File: src/rtl/fifo_flow_if.sv
// fifo_flow_if: push/pop handshake and status bundle for fifo_flow.
// master drives push/data_in/pop; slave (the FIFO) drives data and flags.
interface fifo_flow_if #(
    parameter int DATA_WIDTH = 10,
    parameter int ADDR_WIDTH = 3
);
    logic                  push;
    logic [DATA_WIDTH-1:0] data_in;
    logic                  pop;
    logic [DATA_WIDTH-1:0] data_out;
    logic                  empty;
    logic                  full;
    logic                  alm_full;
    logic                  alm_empty;
    logic [ADDR_WIDTH:0]   count;
    logic                  fifo_error;

    modport master (
        output push, data_in, pop,
        input  data_out, empty, full, alm_full, alm_empty, count, fifo_error
    );

    modport slave (
        input  push, data_in, pop,
        output data_out, empty, full, alm_full, alm_empty, count, fifo_error
    );
endinterface

File: src/rtl/fifo_flow.sv
// fifo_flow: single-clock FIFO with registered read data and count-decoded flags.
// Ports: clk, rst (async active-low), bus (fifo_flow_if.slave: push/pop/data/status).
module fifo_flow #(
    parameter int DATA_WIDTH   = 10,
    parameter int ADDR_WIDTH   = 3,
    parameter int ALM_FULL_TH  = 6,
    parameter int ALM_EMPTY_TH = 2
) (
    input  logic         clk,
    input  logic         rst,
    fifo_flow_if.slave   bus
);
    localparam int DEPTH = 1 << ADDR_WIDTH;
    localparam logic [ADDR_WIDTH:0] DEPTH_C = (ADDR_WIDTH+1)'(DEPTH);
    localparam logic [ADDR_WIDTH:0] AF_C    = (ADDR_WIDTH+1)'(ALM_FULL_TH);
    localparam logic [ADDR_WIDTH:0] AE_C    = (ADDR_WIDTH+1)'(ALM_EMPTY_TH);

    logic [DATA_WIDTH-1:0] mem [DEPTH];
    logic [ADDR_WIDTH-1:0] wr_ptr;
    logic [ADDR_WIDTH-1:0] rd_ptr;
    logic [ADDR_WIDTH:0]   count_q;
    logic [DATA_WIDTH-1:0] data_q;
    logic                  err_q;

    logic empty;
    logic full;
    logic pop_ok;
    logic push_ok;
    logic ovf;
    logic unf;

    // Flags come only from the registered count, so no push/pop path to outputs.
    assign empty = (count_q == '0);
    assign full  = (count_q == DEPTH_C);

    assign pop_ok  = bus.pop & ~empty;
    // A pop on a full FIFO frees the slot the simultaneous push needs.
    assign push_ok = bus.push & (~full | pop_ok);
    assign ovf     = bus.push & full & ~pop_ok;
    assign unf     = bus.pop & empty;

    // Storage is deliberately not reset.
    always_ff @(posedge clk) begin
        if (push_ok)
            mem[wr_ptr] <= bus.data_in;
    end

    always_ff @(posedge clk or negedge rst) begin
        if (!rst) begin
            wr_ptr  <= '0;
            rd_ptr  <= '0;
            count_q <= '0;
            data_q  <= '0;
            err_q   <= 1'b0;
        end else begin
            if (push_ok)
                wr_ptr <= wr_ptr + 1'b1;
            if (pop_ok) begin
                data_q <= mem[rd_ptr];
                rd_ptr <= rd_ptr + 1'b1;
            end
            unique case ({push_ok, pop_ok})
                2'b10:   count_q <= count_q + 1'b1;
                2'b01:   count_q <= count_q - 1'b1;
                default: count_q <= count_q;
            endcase
            if (ovf | unf)
                err_q <= 1'b1;
        end
    end

    assign bus.data_out   = data_q;
    assign bus.empty      = empty;
    assign bus.full       = full;
    assign bus.alm_full   = (count_q >= AF_C);
    assign bus.alm_empty  = (count_q <= AE_C);
    assign bus.count      = count_q;
    assign bus.fifo_error = err_q;
endmodule

File: src/flat_wrapper.sv
// flat-port wrapper written by rule: the top's interface ports become plain ports
module fifo_flow_flat 
#(
    parameter int DATA_WIDTH   = 10,
    parameter int ADDR_WIDTH   = 3,
    parameter int ALM_FULL_TH  = 6,
    parameter int ALM_EMPTY_TH = 2
)
  (clk, rst, bus_push, bus_data_in, bus_pop, bus_data_out, bus_empty, bus_full, bus_alm_full, bus_alm_empty, bus_count, bus_fifo_error);
  fifo_flow_if #(.DATA_WIDTH(DATA_WIDTH), .ADDR_WIDTH(ADDR_WIDTH)) bus_i ();
  input  logic clk;
  input  logic rst;
  input wire logic [$bits(bus_i.push)-1:0] bus_push;
  input wire logic [$bits(bus_i.data_in)-1:0] bus_data_in;
  input wire logic [$bits(bus_i.pop)-1:0] bus_pop;
  output wire logic [$bits(bus_i.data_out)-1:0] bus_data_out;
  output wire logic [$bits(bus_i.empty)-1:0] bus_empty;
  output wire logic [$bits(bus_i.full)-1:0] bus_full;
  output wire logic [$bits(bus_i.alm_full)-1:0] bus_alm_full;
  output wire logic [$bits(bus_i.alm_empty)-1:0] bus_alm_empty;
  output wire logic [$bits(bus_i.count)-1:0] bus_count;
  output wire logic [$bits(bus_i.fifo_error)-1:0] bus_fifo_error;
  assign bus_i.push = bus_push;
  assign bus_i.data_in = bus_data_in;
  assign bus_i.pop = bus_pop;
  assign bus_data_out = bus_i.data_out;
  assign bus_empty = bus_i.empty;
  assign bus_full = bus_i.full;
  assign bus_alm_full = bus_i.alm_full;
  assign bus_alm_empty = bus_i.alm_empty;
  assign bus_count = bus_i.count;
  assign bus_fifo_error = bus_i.fifo_error;
  fifo_flow #(.DATA_WIDTH(DATA_WIDTH), .ADDR_WIDTH(ADDR_WIDTH), .ALM_FULL_TH(ALM_FULL_TH), .ALM_EMPTY_TH(ALM_EMPTY_TH)) u_core (.clk(clk), .rst(rst), .bus(bus_i));
endmodule
File: config.mk
export PLATFORM = sky130hd
export DESIGN_NAME = fifo_flow_flat
export DESIGN_NICKNAME = d
export VERILOG_FILES = /design/src/rtl/fifo_flow_if.sv /design/src/rtl/fifo_flow.sv /design/src/flat_wrapper.sv
export SDC_FILE = /design/constraint.sdc
export NUM_CORES = 1
export LEC_CHECK = 0
export ABC_CLOCK_PERIOD_IN_PS = 3300
export BUFFER_PORTS_ARGS = -buffer_cell sky130_fd_sc_hd__buf_2
export CAP_MARGIN = 5
export CORE_ASPECT_RATIO = 1.25
export CORE_MARGIN = 2
export CORE_UTILIZATION = 62
export CTS_BUF_LIST = sky130_fd_sc_hd__clkbuf_2
export CTS_CLUSTER_DIAMETER = 80
export DETAILED_ROUTE_END_ITERATION = 10
export HOLD_SLACK_MARGIN = 0.1
export PLACE_DENSITY = 0.82
export SYNTH_ARGS = -nofsm -noshare
export SYNTH_HDL_FRONTEND = slang
export SYNTH_SLANG_ARGS = --single-unit
File: constraint.sdc
create_clock -name clk -period 3.3 [get_ports clk]
set_input_delay 0.66 -clock clk [delete_from_list [all_inputs] [get_ports clk]]
set_output_delay 0.66 -clock clk [all_outputs]
set_load 0.01 [all_outputs]
Word-level counts from Yosys, hierarchy flattened --
Memory sizes are Yosys's and may differ from the RTL's. A register that Yosys moved wholly into a read port is not among the register bits. Cells that the tools add are included.
Cells by class: $add $sub $neg 4, order comparisons 2, equal/unequal tests 3, mux-type cells 3, bitwise gates (word level) 10, reduce and logical (&&, ||, !) cells 3
Operators by type and width (number):
- 4-bit one-hot mux with 2 select lines | 1
- 3-bit by 1-bit adder with 3-bit output (second input constant) | 2
- 1-bit AND | 5
- 4-bit by 1-bit adder with 4-bit output (second input constant) | 1
- 4-bit equality test (second input constant) | 1
- 4-bit by 3-bit greater-or-equal comparator with 1-bit output (second input constant) | 1
- 4-bit by 2-bit less-or-equal comparator with 1-bit output (second input constant) | 1
- 4-bit logical NOT | 1
- 4-bit by 1-bit subtractor with 4-bit output (second input constant) | 1
- 1-bit inverter | 3
- 2-bit by 1-bit equality test with 1-bit output (second input constant) | 1
- 2-bit equality test (second input constant) | 1
- 1-bit 2-to-1 mux | 2
- 1-bit OR | 2
- 2-bit nonzero test | 1
- 1-bit logical NOT | 1
Word-level totals: register bits 11, bits in writable memories 80, logic and storage cells 30, memories 1
Memory list:
- u_core.mem | depth 8, bits a word 10, read ports 1, clocked after memory_dff 1, wr ports 1, line fifo_flow.sv:18 | logic [DATA_WIDTH-1:0] mem [DEPTH];

Longest topological paths before layout --
Gate-level depths: netlist (run 1).
word-level depth 7, gate-level depth with buffers 11, gate-level depth less buffers 10

Worst setup path before layout (run 1) --
Ideal clock, no wire load.
path type reg2reg, from reg u_core.count_q[1], in the netlist u_core.bus.count[1], to reg u_core.count_q[2], in the netlist u_core.bus.count[2], data arrival time 2.223 ns, required time 3.168 ns, path slack 0.944 ns, stages on the path, launching flop included 12, buffers on the path 1, cell sequence dfrtp_1 buf_2 or3_4 o21ai_4 inv_2 ha_1 xor2_1 ha_1 a21oi_1 xor2_1 nor2_1 xor2_1
On the way: cells in the longest elaborated chain, start to end 7, elaborated cells on any way between the ends 13, classes of those cells add/sub (2); eq/ne (3); mux (1); bitwise (5); reduce/logical (2)
RTL lines:
- start: declaration | line fifo_flow.sv:21 | logic [ADDR_WIDTH:0] count_q;
- start signal: assignment | line fifo_flow.sv:63 | 2'b10: count_q <= count_q + 1'b1;
- start signal: assignment | line fifo_flow.sv:64 | 2'b01: count_q <= count_q - 1'b1;
- start signal: assignment | line fifo_flow.sv:65 | default: count_q <= count_q;
- 4-bit logical NOT * | line fifo_flow.sv:33 | assign empty = (count_q == '0);
- 1-bit inverter * | line fifo_flow.sv:36 | assign pop_ok = bus.pop & ~empty;
- 1-bit AND * | line fifo_flow.sv:36
- via u_core.pop_ok | line fifo_flow.sv:27 | logic pop_ok;
- 1-bit OR | line fifo_flow.sv:38 | assign push_ok = bus.push & (~full | pop_ok);
- 1-bit AND | line fifo_flow.sv:38
- 2-bit by 1-bit equality test with 1-bit output / 2-bit equality test (equally long branches) | line fifo_flow.sv:62 | unique case ({push_ok, pop_ok})
- 4-bit one-hot mux with 2 select lines / 2-bit nonzero test (equally long branches)
The timed path passes the listed nets; every way through them passes the cells marked *. A chain may end at the register's enable or synchronous reset.

Worst setup path in the final report (run 1) --
from reg u_core.count_q[3], in the netlist u_core.bus.count[3], to reg u_core.count_q[2], in the netlist u_core.bus.count[2]
On the way: cells in the longest elaborated chain, start to end 7, elaborated cells on any way between the ends 11, classes of those cells eq/ne (3); mux (1); bitwise (5); reduce/logical (2)
RTL lines (line):
- 4-bit logical NOT | fifo_flow.sv:33
- 1-bit inverter | fifo_flow.sv:36
- 1-bit AND | fifo_flow.sv:36
- 1-bit OR | fifo_flow.sv:38
- 1-bit AND | fifo_flow.sv:38
- 2-bit by 1-bit equality test with 1-bit output / 2-bit equality test (equally long branches) | fifo_flow.sv:62
- 4-bit one-hot mux with 2 select lines / 2-bit nonzero test (equally long branches)
Parallel ways exist; a longest one is shown, timed or not.

==> qor.txt, run 1 <==
SYNTH
----------------------------------------------------------------------------------------------------
Leading cell types by count after synthesis                                             sky130_fd_sc_hd__edfxtp_1 (80), sky130_fd_sc_hd__nand2_1 (24), sky130_fd_sc_hd__dfrtp_1 (21), sky130_fd_sc_hd__mux2_2 (21), sky130_fd_sc_hd__mux2i_1 (20)
Synth cell types                                                                                  34
Synthesized flop and latch total                                                                 101
Post-synthesis instance total                                                                    255
Total number of yosys warnings                                                                     0
Share of the synthesized area in the top cell type                                             58.5%
Share of synthesized registers carrying an async set or reset                                  20.8%
Syn nets                                                                                         274
Number of flops mapped to enable cells by yosys                                                   80
Library cell occupying the most area in the post-synthesis netlist                      sky130_fd_sc_hd__edfxtp_1
Synthesized area divided by synthesized cell count                                        16.1 sq um
Most instantiated flip-flop cell in the synthesis netlist                               sky130_fd_sc_hd__edfxtp_1
Leading cell type by number of instances after synthesis                                sky130_fd_sc_hd__edfxtp_1
Top cells by area, synth                                                                sky130_fd_sc_hd__edfxtp_1 (59%), sky130_fd_sc_hd__dfrtp_1 (13%), sky130_fd_sc_hd__mux2_2 (5.8%), sky130_fd_sc_hd__mux2i_1 (4.9%), sky130_fd_sc_hd__a221o_1 (2.4%)
Synthesized cell area                                                                     4110 sq um
Share of synthesized area occupied by flip-flops and latches                                   71.3%

CRITICAL PATH
----------------------------------------------------------------------------------------------------
Maximum fanout encountered on the critical timing path                                             9
Nature of the critical path startpoint                                                     flip-flop
WP data required                                                                             3.79 ns
Crit Path Category                                                                      flip-flop to flip-flop
Crit. End Element                                                                          flip-flop
Worst path arrival time                                                                      2.92 ns

STA
----------------------------------------------------------------------------------------------------
Total Neg Setup Slack                                                                           0 ns
Peak Freq                                                                                    411 MHz
Setup repair after global routing missed its margin                                            false
Worst slew margin                                                                              28.8%
Period utilization                                                                             73.7%
Setup violation total in the final timing report                                                   0
Min Tclk post-route                                                                          2.43 ns
Fin worst setup slack                                                                       0.868 ns
Transition at the pin with the smallest max-transition slack                                 1.07 ns
Final-report hold violation count                                                                  0
Pins over their slew limit                                                                         0
Maximum clock skew at final layout                                                         0.0218 ns

PLACE
----------------------------------------------------------------------------------------------------
Final weighted congestion in routability-driven placement                                      0.749
Setup slack at placement                                                                    0.705 ns
Port-buffer cells                                                                                 32
HPWL Detailed                                                                                4.79 mm
Placed Cells                                                                                     376

FINAL LAYOUT
----------------------------------------------------------------------------------------------------
Synthesis-to-finish area growth                                                                9.69%
Layout Cells excl Fill                                                                           393
N_diodes                                                                                           0
Share of final-layout standard cells stronger than drive strength 1                            27.8%
Core occupancy in the finished layout                                                          69.5%
Sequential cell area in the final layout                                                  2930 sq um
Layout filler cell count                                                                         453
Area used by multi-input combinational logic                                              1080 sq um
Number of nets in the layout                                                                     320

DRT
----------------------------------------------------------------------------------------------------
Routed via count divided by cell count                                                          5.83
WL per Instance                                                                              19.2 um
Final routed wirelength across all metal layers                                              7.54 mm
Total number of vias                                                                            2291
DRC Markers                                                                                        0
Wl on met1                                                                                   2.98 mm
Post-detailed-route count of antenna-violating nets                                                0
DR WL met2                                                                                   3.91 mm
Starting DRT DRC Count                                                                           198
TritonRoute pass-1 iters                                                                           4
Highest layer used for signal routing                                                           met4
Met3 wire length                                                                              480 um

PWR
----------------------------------------------------------------------------------------------------
Maximum VDD drop                                                                            0.368 mV
Leakage component of the power                                                               1.70 nW
Cell Pwr Density                                                                         816 nW/um^2

DIE
----------------------------------------------------------------------------------------------------
Horizontal die dimension                                                                     76.8 um
Overall die height                                                                           95.0 um
Die ar.                                                                                   7290 sq um
Core area                                                                                 6480 sq um
# rows                                                                                            33
Effective utilization at floorplan                                                             63.3%
Number of top-level design ports                                                                  33

GLOBAL ROUTING
----------------------------------------------------------------------------------------------------
GRT overflow                                                                                       0
Antenna violations before repair                                                                   0
Pin count of the biggest net entering global routing                                              41
Total global-route track usage                                                                 22.4%
Vias in the first global route                                                                  2215
First-pass GRT wire length                                                                   11.5 mm

CTS
----------------------------------------------------------------------------------------------------
Depth of the CTS H-tree                                                                            3
Clock insertion delay at the later pin of the skew report                                    0.57 ns
Setup Fix Bufs, Post-CTS                                                                           0
Root Driver                                                                             sky130_fd_sc_hd__clkbuf_2
TritonCTS clock tree                                                                           built
CTS Buf Count                                                                                      9
Clock Sinks                                                                                      101
Buffer levels on the longest clock path                                                            2
Clock-pin slew reported for the worst setup and hold paths after clock tree synthesis        0.26 ns

MIN PATH
----------------------------------------------------------------------------------------------------
Class of the tightest hold or removal check                                             primary input to flip-flop

STATUS
----------------------------------------------------------------------------------------------------
Run status                                                                                 completed

JOB
----------------------------------------------------------------------------------------------------
Max Cap Violations                                                                                 0

## per-layer routing
layer | track usage [%] | vias up
li1 | - | 1064
met4 | 13.6 | 0
met2 | 37.7 | 82
met1 | 26.5 | 1133
met3 | 5.07 | 12
met5 | 0 | -
## stage by stage
step	area [sq um]	power, mW	hold WS [ns]
6_report	4500	3.67	0.334
5_1_grt	4500	3.87	0.290
4_1_cts	4500	3.70	0.308
3_5_place_dp	4370	3.12	0.460
3_3_place_gp	4370	3.07	0.461
2_1_floorplan	4110	2.77	0.364
## report_power, final
| part | internal (mW) | switching (mW) | total, mW | leakage (nW) |
|---|---|---|---|---|
| clock | 0.184 | 0.408 | 0.592 | 0.0705 |
| combinational | 0.584 | 0.594 | 1.18 | 0.651 |
| sequential | 1.64 | 0.270 | 1.91 | 0.974 |
| total | 2.40 | 1.27 | 3.67 | 1.70 |
## path summary, 6_finish.rpt
check                                                        start                            endpoint  slack (ns)  cells after the start
worst max-delay path               u_core.bus.count[3]$_DFFE_PN0P_     u_core.bus.count[2]$_DFFE_PN0P_        0.87                     10
worst min-delay path                                bus_data_in[9]          u_core.mem[1][9]$_DFFE_PP_        0.33                      1
worst max register to register     u_core.bus.count[3]$_DFFE_PN0P_     u_core.bus.count[2]$_DFFE_PN0P_        0.87                     10
worst min register to register  u_core.bus.data_out[1]$_DFFE_PN0P_  u_core.bus.data_out[1]$_DFFE_PN0P_        0.51                      2
max in group asynchronous                                      rst        u_core.rd_ptr[0]$_DFFE_PN0P_        2.38                      2
min in group asynchronous                                      rst  u_core.bus.data_out[9]$_DFFE_PN0P_        0.54                      2
## final cells by class
cell class                 instances  share of cell area (%)
multi-input combinational        142                    23.9
clock inverter                     6                    1.56
timing repair buffer              45                    5.78
sequential                       101                    65.0
inverter                           2                   0.167
clock buffer                      10                    1.11
tap                               87                    2.42
## kinds of logic after synthesis
logic type / after synthesis / share of synthesized area (%)
AO/OA/AOI/OAI: 39 / 6.77
XOR/XNOR: 8 / 1.71
adder cells (fa/ha/maj): 5 / 1.52
buffers and inverters: 12 / 2.44
flip-flops: 101 / 71.3
multiplexers: 41 / 10.6
AND/OR/NAND/NOR: 49 / 5.61
## flip-flops by register name (all words and copies together) (netlist names)
name and flops:
u_core.mem 80, u_core.bus.count 4, u_core.rd_ptr 3, u_core.bus.data_out 10
u_core.wr_ptr 3, u_core.bus.fifo_error 1
## timing repair
| action | CTS | global route |
|---|---|---|
| hold buffers | 1 | 0 |
| resized for setup | 0 | 0 |
| hold endpoints to repair | 21 | 0 |
## worst max-delay path, stage by stage (launching register included)
cell	delay, ns
sky130_fd_sc_hd__dfrtp_1	0.54
sky130_fd_sc_hd__nor2b_1	0.19
sky130_fd_sc_hd__a21boi_1	0.32
sky130_fd_sc_hd__inv_1	0.15
sky130_fd_sc_hd__ha_1	0.30
sky130_fd_sc_hd__xor2_1	0.17
sky130_fd_sc_hd__ha_1	0.19
sky130_fd_sc_hd__a21oi_1	0.14
sky130_fd_sc_hd__xor2_1	0.16
sky130_fd_sc_hd__nor2_1	0.06
sky130_fd_sc_hd__xor2_1	0.14
## placed cells by master (no fill, tap or decap), types with 2 or more instances in the layout
| cell type | n |
|---|---|
| sky130_fd_sc_hd__nor3_1 | 3 |
| sky130_fd_sc_hd__a21oi_1 | 3 |
| sky130_fd_sc_hd__o21ai_1 | 9 |
| sky130_fd_sc_hd__a221o_1 | 10 |
| sky130_fd_sc_hd__nor2b_1 | 3 |
| sky130_fd_sc_hd__xnor2_1 | 5 |
| sky130_fd_sc_hd__edfxtp_1 | 80 |
| sky130_fd_sc_hd__clkinvlp_4 | 2 |
| sky130_fd_sc_hd__buf_4 | 12 |
| sky130_fd_sc_hd__clkbuf_2 | 10 |
| sky130_fd_sc_hd__mux2_2 | 21 |
| sky130_fd_sc_hd__buf_2 | 32 |
| sky130_fd_sc_hd__dfrtp_1 | 20 |
| sky130_fd_sc_hd__o22ai_1 | 11 |
| sky130_fd_sc_hd__xor2_1 | 3 |
| sky130_fd_sc_hd__nand2_1 | 24 |
| sky130_fd_sc_hd__o21ai_0 | 2 |
| sky130_fd_sc_hd__nand2b_1 | 6 |
| sky130_fd_sc_hd__nor2_1 | 9 |
| sky130_fd_sc_hd__ha_1 | 5 |
| sky130_fd_sc_hd__mux2i_1 | 20 |
Power figures use the tool's default switching activity.
==> inputs of run 2 (changes only) <==
- ABC_AREA: default -> 1
- ABC_CLOCK_PERIOD_IN_PS: 3300 -> 2170
- CORE_UTILIZATION: 62 -> 56
- PLACE_DENSITY: 0.82 -> 0.78
- clock period: 3.3 -> 2.17 ns (I/O delays scaled with it)
==> run 2 against run 1 <==
  * Cell count rose by 31%
  * Core utilization down 5.4 points
  * Sequential share of layout area down 3.2 points
  * Wire length rose by 13%
  * Clock power increased by 69%
  * Sequential power grew 42%
  * Power grew 63%
  * Via count up 24%
  * Critical path type unchanged
  * Critical endpoint unchanged
  * Largest power group unchanged
==> qor.txt, run 2 <==
DRT
----------------------------------------------------------------------------------------------------
TritonRoute pass-1 iters                                                                           4   unchanged
WL per Instance                                                                              16.5 um   -14%
DRC Markers                                                                                        0   unchanged
Routed via count divided by cell count                                                          5.48   -5.9%
Total number of vias                                                                            2830   +24%
Post-detailed-route count of antenna-violating nets                                                0   unchanged
Final routed wirelength across all metal layers                                              8.52 mm   +13%
Starting DRT DRC Count                                                                           262   +32%

CTS
----------------------------------------------------------------------------------------------------
TritonCTS clock tree                                                                           built
CTS Buf Count                                                                                      9   unchanged
Buffer levels on the longest clock path                                                            2   unchanged
Clock Sinks                                                                                      101   unchanged
Root Driver                                                                             sky130_fd_sc_hd__clkbuf_2
Clock insertion delay at the later pin of the skew report                                    0.54 ns   -0.03 ns
Clock-pin slew reported for the worst setup and hold paths after clock tree synthesis        0.27 ns   about the same
Depth of the CTS H-tree                                                                            3   unchanged

DIE
----------------------------------------------------------------------------------------------------
Core area                                                                                 7400 sq um   +14%
Die ar.                                                                                   8340 sq um   +14%
Horizontal die dimension                                                                     82.1 um   +6.9%
# rows                                                                                            35   +6.1%
Overall die height                                                                            102 um   +7.0%
Effective utilization at floorplan                                                             57.7%   -5.7 points
Number of top-level design ports                                                                  33   unchanged

SYNTH
----------------------------------------------------------------------------------------------------
Post-synthesis instance total                                                                    373   +46%
Share of the synthesized area in the top cell type                                             56.3%   -2.2 points
Most instantiated flip-flop cell in the synthesis netlist                               sky130_fd_sc_hd__edfxtp_1
Top cells by area, synth                                                                sky130_fd_sc_hd__edfxtp_1 (56%), sky130_fd_sc_hd__dfrtp_1 (12%), sky130_fd_sc_hd__nor2_1 (7.9%), sky130_fd_sc_hd__o21ai_0 (4.2%), sky130_fd_sc_hd__nand2_1 (4.0%)
Leading cell types by count after synthesis                                             sky130_fd_sc_hd__nor2_1 (90), sky130_fd_sc_hd__edfxtp_1 (80), sky130_fd_sc_hd__nand2_1 (45)
Share of synthesized area occupied by flip-flops and latches                                   68.6%   -2.7 points
Total number of yosys warnings                                                                     0   unchanged
Synth cell types                                                                                  28   -18%
Synthesized flop and latch total                                                                 101   unchanged
Synthesized cell area                                                                     4270 sq um   +4.0%
Number of flops mapped to enable cells by yosys                                                   80   unchanged
Share of synthesized registers carrying an async set or reset                                  20.8%   unchanged
Syn nets                                                                                         392   +43%
Synthesized area divided by synthesized cell count                                        11.4 sq um   -29%
Leading cell type by number of instances after synthesis                                sky130_fd_sc_hd__nor2_1
Library cell occupying the most area in the post-synthesis netlist                      sky130_fd_sc_hd__edfxtp_1

STA
----------------------------------------------------------------------------------------------------
Total Neg Setup Slack                                                                           0 ns   unchanged
Final-report hold violation count                                                                  0   unchanged
Worst slew margin                                                                              61.5%   +33 points
Peak Freq                                                                                    471 MHz   +15%
Pins over their slew limit                                                                         0   unchanged
Min Tclk post-route                                                                          2.12 ns   -0.309 ns
Setup violation total in the final timing report                                                   0   unchanged
Period utilization                                                                             97.9%   +24 points
Transition at the pin with the smallest max-transition slack                                0.576 ns   -0.489 ns
Maximum clock skew at final layout                                                         0.0273 ns   +0.00544 ns

FINAL LAYOUT
----------------------------------------------------------------------------------------------------
Largest reg by FF count                                                                   u_core.mem
Share of final-layout standard cells stronger than drive strength 1                            21.2%   -6.6 points
Core occupancy in the finished layout                                                          64.1%   -5.4 points
Layout Cells excl Fill                                                                           516   +31%
Most common cell after layout, fill and taps aside                                      sky130_fd_sc_hd__nor2_1
Number of nets in the layout                                                                     438   +37%
Layout filler cell count                                                                         568   +25%
Total non-filler cell area in the finished layout                                         4740 sq um   +5.3%
Commonest cells after routing, fill and taps aside                                      sky130_fd_sc_hd__nor2_1 (90), sky130_fd_sc_hd__edfxtp_1 (80), sky130_fd_sc_hd__nand2_1 (45)
Synthesis-to-finish area growth                                                                11.1%
N_diodes                                                                                           0   unchanged
Max reg flops                                                                                     80   unchanged

STATUS
----------------------------------------------------------------------------------------------------
Run status                                                                                 completed

JOB
----------------------------------------------------------------------------------------------------
Max Cap Violations                                                                                 0   unchanged

MIN PATH
----------------------------------------------------------------------------------------------------
Hold_sp                                                                                 bus_data_in[6]
Class of the tightest hold or removal check                                             primary input to flip-flop

PWR
----------------------------------------------------------------------------------------------------
Cell-internal power                                                                          3.69 mW   +54%
Combinational fraction of design power                                                         38.1%   +6.1 points
Switch Pwr                                                                                   2.32 mW   +82%
Cell Pwr Density                                                                        1270 nW/um^2   +55%
Fraction of power consumed by the clock network                                                16.7%   +0.6 points
Sequential group share of total power                                                          45.3%   -6.5 points
Maximum VDD drop                                                                            0.789 mV   +110%
Switching power share of the total                                                             38.6%   +4.0 points
Leakage component of the power                                                               1.88 nW   +11%

PLACE
----------------------------------------------------------------------------------------------------
Port-buffer cells                                                                                 32   unchanged
Placement-stage cell area                                                                 4530 sq um   +3.6%
Placed Cells                                                                                     493   +31%
HPWL Detailed                                                                                5.23 mm   +9.1%
Final weighted congestion in routability-driven placement                                      0.791   +5.5%

GLOBAL ROUTING
----------------------------------------------------------------------------------------------------
Antenna violations before repair                                                                   0   unchanged
GRT overflow                                                                                       0   unchanged
First-pass GRT wire length                                                                   13.5 mm   +17%
Pin count of the biggest net entering global routing                                              42   +2.4%
Total global-route track usage                                                                 22.4%   +0.028 points
Vias in the first global route                                                                  2705   +22%

CRITICAL PATH
----------------------------------------------------------------------------------------------------
Maximum fanout encountered on the critical timing path                                             4   -5
Reg-to-reg startpoint                                                                   u_core.bus.count[0]$_DFFE_PN0P_
Worst path arrival time                                                                      2.59 ns   -0.33 ns
Crit. End Element                                                                          flip-flop
Crit Path Category                                                                      flip-flop to flip-flop
Nature of the critical path startpoint                                                     flip-flop
Launching instance or port of the critical path                                         u_core.bus.count[0]$_DFFE_PN0P_
WP data required                                                                             2.64 ns   -1.15 ns

[run 2: changes by cell type in the layout (fill, tap and decap cells not counted), sizes merged, moves of 4 or more]
cell / delta
nand2: +24
mux2: -21
a221o: -10
nand2b: -6
inv: +14
mux2i: -20
o21ai: +31
nand3: +35
buf: +4
nor2: +87
o22ai: -11
[run 2: metrics by stage]
stage	worst slack (ns)	hold WS, ns	total power [mW]
6_report	0.0463	0.145	6.01
5_1_grt	-0.0705	0.105	6.49
4_1_cts	0.117	0.104	5.98
3_5_place_dp	0.163	0.419	4.98
3_3_place_gp	0.282	0.409	4.90
2_1_floorplan	0.130	0.138	4.34
[run 2: metal layers]
layer  global-route usage (%)  part of all wire [%]  vias up
met1                     29.2                    40     1368
met3                     3.03                   6.3        8
met5                        0                     0        -
met4                     10.5                   1.4        0
met2                     37.1                    52      102
li1                         -                     -     1352
[run 2: worst max-delay path, stage by stage (launching register included)]
cell and delay (ns):
sky130_fd_sc_hd__dfrtp_2 0.49, sky130_fd_sc_hd__nor2_2 0.19, sky130_fd_sc_hd__nand2_2 0.10, sky130_fd_sc_hd__nand2_4 0.08, sky130_fd_sc_hd__clkinv_4 0.04, sky130_fd_sc_hd__ha_1 0.23, sky130_fd_sc_hd__nand2_1 0.11, sky130_fd_sc_hd__inv_1 0.06
sky130_fd_sc_hd__nor2_1 0.17, sky130_fd_sc_hd__ha_1 0.18, sky130_fd_sc_hd__a21oi_1 0.06, sky130_fd_sc_hd__or2_0 0.23, sky130_fd_sc_hd__a31oi_1 0.12
[run 2: layout make-up]
type                            instances  area, sq um  area share (%)
Timing Repair Buffer                   52          320            6.76
Sequential cell                       101         2930            61.9
Clock inverter                          6         92.6            1.95
Tap cell                               92          115            2.43
Inverter                               17         68.8            1.45
Clock buffer                           10         50.0            1.06
Multi-Input combinational cell        238         1160            24.5
[run 2: cells by family (layout without fill, tap and decap cells)]
group	count (synthesis)	in the layout	share of synthesized area, %
AO/OA/AOI/OAI	45	45	5.31
XOR/XNOR	5	5	1.03
adder cells (fa/ha/maj)	5	5	1.47
buffers and inverters	34	85	4.19
flip-flops	101	101	68.6
AND/OR/NAND/NOR	183	183	19.4
[run 2: what timing repair did]
action                                  in CTS  in global routing
buffers inserted                             0                  3
endpoints found under the hold margin       37                  2
resized for setup                            0                  4
endpoints found under the setup margin       0                  1
hold buffers                                 3                  1
[run 2: final timing paths]
| kind | endpoint | slack, ns | cells past startpoint |
|---|---|---|---|
| min reg2reg | u_core.bus.data_out[7]$_DFFE_PN0P_ | 0.51 | 2 |
| min in group asynchronous | u_core.bus.fifo_error$_DFFE_PN0P_ | 0.35 | 2 |
| min | u_core.mem[2][6]$_DFFE_PP_ | 0.14 | 1 |
| max reg2reg | u_core.bus.count[2]$_DFFE_PN0P_ | 0.05 | 12 |
| max in group asynchronous | u_core.bus.count[3]$_DFFE_PN0P_ | 1.47 | 2 |
| max | u_core.bus.count[2]$_DFFE_PN0P_ | 0.05 | 12 |
[run 2: power by group through the flow]
stage                     clock [mW]  sequential (mW)  combinational [mW]
final                           1.00             2.72                2.29
after global routing            1.11             2.77                2.61
after CTS                       1.02             2.72                2.24
after detailed placement           0             2.77                2.21
after global placement             0             2.75                2.15
after floorplan                    0             2.77                1.58
